[config.mk]
export PLATFORM = sky130hd
export DESIGN_NAME = line_window_reader
export DESIGN_NICKNAME = d
export VERILOG_FILES = /design/src/rtl/line_window_reader.sv
export SDC_FILE = /design/constraint.sdc
export NUM_CORES = 1
export LEC_CHECK = 0
export CORE_MARGIN = 10
export CORE_UTILIZATION = 32
export DETAILED_ROUTE_END_ITERATION = 16
export DONT_BUFFER_PORTS = 1
export PLACE_DENSITY = 0.46
export REMOVE_ABC_BUFFERS = 1
export SYNTH_ARGS = -nofsm -noshare
export SYNTH_HDL_FRONTEND = slang
export SYNTH_SLANG_ARGS = --single-unit
[constraint.sdc]
create_clock -name clk_i -period 3.08 [get_ports clk_i]
set_input_delay 0.924 -clock clk_i [delete_from_list [all_inputs] [get_ports clk_i]]
set_output_delay 0.924 -clock clk_i [all_outputs]
set_load 0.02 [all_outputs]
[src/rtl/line_window_reader.sv]
// line_window_reader
//   Read-side controller for the three-row pixel line buffers that feed the
//   3x3 convolution stage. It counts pixels written into the buffers, waits
//   until a full K-row band is resident, then sweeps the shared column read
//   address across every window position of that band. It also throttles the
//   pixel source so that no row is overwritten while windows still need it.
//
// Ports
//   clk_i          clock
//   reset          asynchronous, active-high reset
//   frame_start_i  one-cycle pulse; starts a frame (only honoured in IDLE)
//   pix_valid_i    pixel beat offered by the source
//   pix_ready_o    line buffers may accept a pixel this cycle
//   pix_we_o       pix_valid_i & pix_ready_o; buffer write enable
//   read_address_o leftmost column of the current window
//   win_valid_o    window on the buffer outputs is valid
//   win_ready_i    downstream MAC accepts the window
//   win_row_o      output row index of the current window
//   frame_done_o   one-cycle pulse in the cycle after the final window fire
//   state_o        current FSM state (debug visibility)
//
// Handshakes: a pixel beat is transferred in every cycle where
// pix_valid_i & pix_ready_o; a window is transferred (a "fire") in every
// cycle where win_valid_o & win_ready_i. While win_valid_o is high and
// win_ready_i is low, read_address_o and win_row_o hold, and win_valid_o
// only drops after a fire.
module line_window_reader #(
    parameter int IM_DIM = 28,
    parameter int K      = 3
) (
    input  logic                      clk_i,
    input  logic                      reset,
    input  logic                      frame_start_i,
    input  logic                      pix_valid_i,
    output logic                      pix_ready_o,
    output logic                      pix_we_o,
    output logic [$clog2(IM_DIM)-1:0] read_address_o,
    output logic                      win_valid_o,
    input  logic                      win_ready_i,
    output logic [$clog2(IM_DIM)-1:0] win_row_o,
    output logic                      frame_done_o,
    output logic [2:0]                state_o
);
    localparam int AW = $clog2(IM_DIM);
    // One extra bit so that out_row + K and rows_written = IM_DIM fit.
    localparam int CW = AW + 1;
    localparam logic [AW-1:0] LAST_COL = AW'(IM_DIM - 1);
    localparam logic [AW-1:0] LAST_WIN = AW'(IM_DIM - K);
    localparam logic [CW-1:0] ROWS_ALL = CW'(IM_DIM);
    localparam logic [CW-1:0] K_W      = CW'(K);

    typedef enum logic [2:0] {
        S_IDLE    = 3'd0,
        S_FILL    = 3'd1,
        S_SWEEP   = 3'd2,
        S_ROW_END = 3'd3,
        S_DONE    = 3'd4
    } state_t;

    state_t        state, state_n;
    logic [AW-1:0] wr_col, wr_col_n;
    logic [CW-1:0] rows_written, rows_n;
    logic [AW-1:0] out_col, out_col_n;
    logic [AW-1:0] out_row, out_row_n;
    logic          fire;
    logic          active_n;
    logic          pix_ready_n;
    logic          frame_done_n;

    assign pix_we_o = pix_valid_i & pix_ready_o;
    assign state_o  = state;

    // Next-state and counter updates.
    always_comb begin
        state_n   = state;
        wr_col_n  = wr_col;
        rows_n    = rows_written;
        out_col_n = out_col;
        out_row_n = out_row;
        fire      = win_valid_o & win_ready_i;

        // Write side runs independently of the window sweep.
        if (pix_we_o) begin
            if (wr_col == LAST_COL) begin
                wr_col_n = '0;
                rows_n   = rows_written + CW'(1);
            end else begin
                wr_col_n = wr_col + AW'(1);
            end
        end

        case (state)
            S_IDLE: begin
                wr_col_n  = '0;
                rows_n    = '0;
                out_col_n = '0;
                out_row_n = '0;
                if (frame_start_i) begin
                    state_n = S_FILL;
                end
            end
            S_FILL: begin
                // Uses the post-write row count so the sweep starts the cycle
                // right after the last pixel of the band is written.
                if (rows_n >= {1'b0, out_row} + K_W) begin
                    state_n = S_SWEEP;
                end
            end
            S_SWEEP: begin
                if (fire) begin
                    if (out_col == LAST_WIN) begin
                        state_n = S_ROW_END;
                    end else begin
                        out_col_n = out_col + AW'(1);
                    end
                end
            end
            S_ROW_END: begin
                out_col_n = '0;
                if (out_row == LAST_WIN) begin
                    state_n = S_DONE;
                end else begin
                    out_row_n = out_row + AW'(1);
                    state_n   = S_FILL;
                end
            end
            S_DONE: begin
                wr_col_n  = '0;
                rows_n    = '0;
                out_col_n = '0;
                out_row_n = '0;
                state_n   = S_IDLE;
            end
            default: begin
                state_n = S_IDLE;
            end
        endcase
    end

    // Registered outputs are computed from next-state values so that they
    // line up with the state they describe.
    always_comb begin
        active_n     = (state_n == S_FILL) || (state_n == S_SWEEP) ||
                       (state_n == S_ROW_END);
        // Row out_row + K would overwrite the buffer still holding out_row.
        pix_ready_n  = active_n && (rows_n < ROWS_ALL) &&
                       (rows_n < {1'b0, out_row_n} + K_W);
        frame_done_n = (state_n == S_ROW_END) && (out_row_n == LAST_WIN);
    end

    always_ff @(posedge clk_i or posedge reset) begin
        if (reset) begin
            state          <= S_IDLE;
            wr_col         <= '0;
            rows_written   <= '0;
            out_col        <= '0;
            out_row        <= '0;
            pix_ready_o    <= 1'b0;
            read_address_o <= '0;
            win_valid_o    <= 1'b0;
            win_row_o      <= '0;
            frame_done_o   <= 1'b0;
        end else begin
            state          <= state_n;
            wr_col         <= wr_col_n;
            rows_written   <= rows_n;
            out_col        <= out_col_n;
            out_row        <= out_row_n;
            pix_ready_o    <= pix_ready_n;
            read_address_o <= out_col_n;
            win_valid_o    <= (state_n == S_SWEEP);
            win_row_o      <= out_row_n;
            frame_done_o   <= frame_done_n;
        end
    end

endmodule

==> impl_results.md <==
* Outcome: finished, final reports clean
* Buf+Inv Stages, Crit Path at 1
* Post-synthesis cell area at 1980 µm²
* DR vias at 1,663
* Post-synth top area cell: dfrtp_1
* Detail Route Antenna Nets at 0
* Cell at the slowest stage of the critical path: dfrtp_1
* Comb power frac at 0.404
* Setup violators final at 0
* Filler cell count at 620
* Initial antenna violation count at 0
* WP data arrival at 3160 ps
* R2R depth at 13
* Reg-to-reg critical path endpoint: pix_ready_o
* GRT overflow at 0
* Part of the cycle the worst path needs at 0.963
* Post-DP Area at 2340 µm²
* Max cap viols at 0
* Clock root cell: clkbuf_8
* CP Class: flip-flop to flip-flop
* Starting Density at 0.332
* Switching share of power at 0.372
* Post-Syn Area per Cell at 9.23 µm²
* Critical Path, Cell by Cell: inv_2, ha_2, and4b_2, nor2_4, o21ba_4, ha_2, nor3b_2, xnor2_1, ha_1, and4_4, a2111oi_4, o2111ai_2, a311oi_2
* Reg power frac at 0.414
* Final Net Count at 282
* Net Switching at 0.417 mW
* Skew-Pair Late Insertion Delay at 270 ps
* Post-CTS Hold Buffers at 0
* CP endpoint: pix_ready_o
* Worst-margin pin slew at 441 ps
* H-tree depth at 1
* Vias in the first global route at 1,618
* Max Slew Vio Count at 0
* Critical path's top delay family: compound AO/OA/AOI/OAI gates
* Pre-antenna DRT Iters at 4
* Number of synthesized flops with an enable pin at 0
* Static leakage at 1.19 nW
* Final WL at 5.13 mm
* Synth cell count leaders: dfrtp_1 (27), nor2_1 (25), ha_1 (20), nand2_1 (15), inv_1 (13)
* Reg2reg start: out_row[1]
* Largest net degree at the start of global routing at 28
* First-pass GRT wire length at 8.40 mm
* HP Class: flip-flop to flip-flop
* Seq cells post-synth at 27
* RePlAce Congestion at 0.794
* Die Wd at 98.6 µm
* Yosys cell types at 56
* Detailed Route Iter0 Violations at 70
* Area Growth Syn to Fin at 25.3%
* Routed len/inst at 15.5 µm
* Count leader, synth: dfrtp_1
* Final hold vios at 0
* Hpwl dp at 4.06 mm
* Clock buffer depth at 2
* Max_slew headroom at 0.705
* Top cells by area, synth: dfrtp_1 (34%), ha_1 (13%), nor2_1 (4.7%), xor2_1 (3.5%), nand2_1 (2.8%)
* N_diodes at 0
* CTS tree: built
* Syn Inst Count at 214
* Placeable core area at 5960 µm²
* Clock skew at 2.42 ps
* Port bufs at 0
* Clock Sinks at 27
* R2R setup slack at 110 ps
* CP max FO at 3
* Fin area at 2480 µm²
* Fmax at 337 MHz
* Yosys top cell area share at 0.342
* Fin crit period at 2970 ps
* Die height at 98.6 µm
* Delay of the slowest cell on the worst path at 400 ps
* I/O pin cnt at 22
* Worst VDD drop at 0.295 mV
* Vias per inst at 5.02
* Setup repair after global routing missed its margin: true
* Crit end category: flip-flop
* Ys Warns at 0
* Critical path depth at 13
* CP startpoint: out_row[1]
* Critical Path RT at 3270 ps
* CTS buffer count at 3
* FFs w/ async S/R, synth at 1.00
* Internal at 0.705 mW
* Row cnt at 28
* Power Density at 453 nW/µm²
* Hold Crit Start: rows_written[4]
* Clk pwr share at 0.181
* # DRC at 0
* Layout cell share with drive strength beyond 1 at 0.293
* Fin util at 0.416
* Hold path depth at 1
* Die area at 9720 µm²
* Synth Flop Type: dfrtp_1
* Register area share after synthesis at 0.342
* Gr usage total at 0.103
* CP Launch Type: flip-flop
* Clock transition at the registers of the reported paths at 90 ps
* Most used cell, CP: ha_2
## registers in the layout, indices dropped and copies added, names as in the netlist
register,count
frame_done_o,1
out_col,5
out_row,5
pix_ready_o,1
rows_written,6
state_o,3
win_valid_o,1
wr_col,5
## layer usage
layer | vias to the layer above | share of wire | GRT usage
met5 | - | 0 | 0
met3 | 6 | 0.045 | 0.0349
li1 | 846 | - | -
met1 | 789 | 0.48 | 0.133
met2 | 22 | 0.47 | 0.165
met4 | 0 | 0.0092 | 0.0198
## power groups by stage
stage	Combinational [mW]	Sequential, mW	Clock [mW]
after global routing	0.515	0.474	0.236
after detailed placement	0.436	0.472	0
final	0.454	0.465	0.203
after floorplan	0.243	0.485	0
after global placement	0.433	0.472	0
after CTS	0.441	0.465	0.214
## cells by family after synthesis
family | share of synthesized area
simple gates | 0.262
compound gates | 0.126
flops | 0.342
buf+inv | 0.0570
fa+ha+maj | 0.127
xor+xnor | 0.0576
mux | 0.0285
## how the worst min path moves through the flow
stage	to	slack, ps
2_1_floorplan	pix_ready_o	500
3_3_place_gp	pix_ready_o	520
3_5_place_dp	pix_ready_o	530
4_1_cts	pix_ready_o	540
5_1_grt	pix_ready_o	570
6_report	pix_ready_o	530
## timing repair
action | in CTS | in global routing
pin swaps | 6 | 8
endpoints found under the hold margin | 0 | 0
buffers inserted | 1 | 2
setup endpoints to repair | 1 | 4
gates resized for setup | 4 | 10
## worst register-to-register path, stage by stage, from the launching register on
cell and delay, ps:
dfrtp_1 400, inv_2 60, ha_2 160, and4b_2 300
nor2_4 60, o21ba_4 220, ha_2 190, nor3b_2 200
xnor2_1 150, ha_1 270, and4_4 160, a2111oi_4 300
o2111ai_2 170, a311oi_2 240
## cell usage in the layout, fill, tap and decap left out, types with 4 or more instances in the layout
master and count:
inv_1 12, nor3_1 4, dfrtp_1 27, nand3_1 8, ha_1 18, buf_4 47, a21oi_1 10, xor2_1 8
nand4b_1 5, xnor2_1 5, nor2_1 24, o21ai_0 8, nand2_1 15
## metrics by stage
step / setup WS, ps / TNS, ps / hold WS [ps] / power, mW / cells
finish: 113 / 0 / 533 / 1.12 / 331
global route: -41.0 / -41.0 / 571 / 1.23 / 331
CTS: 14.5 / 0 / 543 / 1.12 / 329
detailed placement: -166 / -286 / 526 / 0.907 / 324
global placement: -157 / -442 / 523 / 0.905 / 324
floorplan: -344 / -461 / 499 / 0.728 / 205
## area by class of cell
type                    instances  area, µm²  area share
multi-input cells             164       1250       0.507
flip-flops and latches         27        676       0.273
repair buffers                 47        353       0.142
well taps                      75       93.8      0.0379
inverters                      14       52.6      0.0212
clock buffers                   3       41.3      0.0167
clock inverters                 1       5.00     0.00202
(Power assumes the default switching activity.)
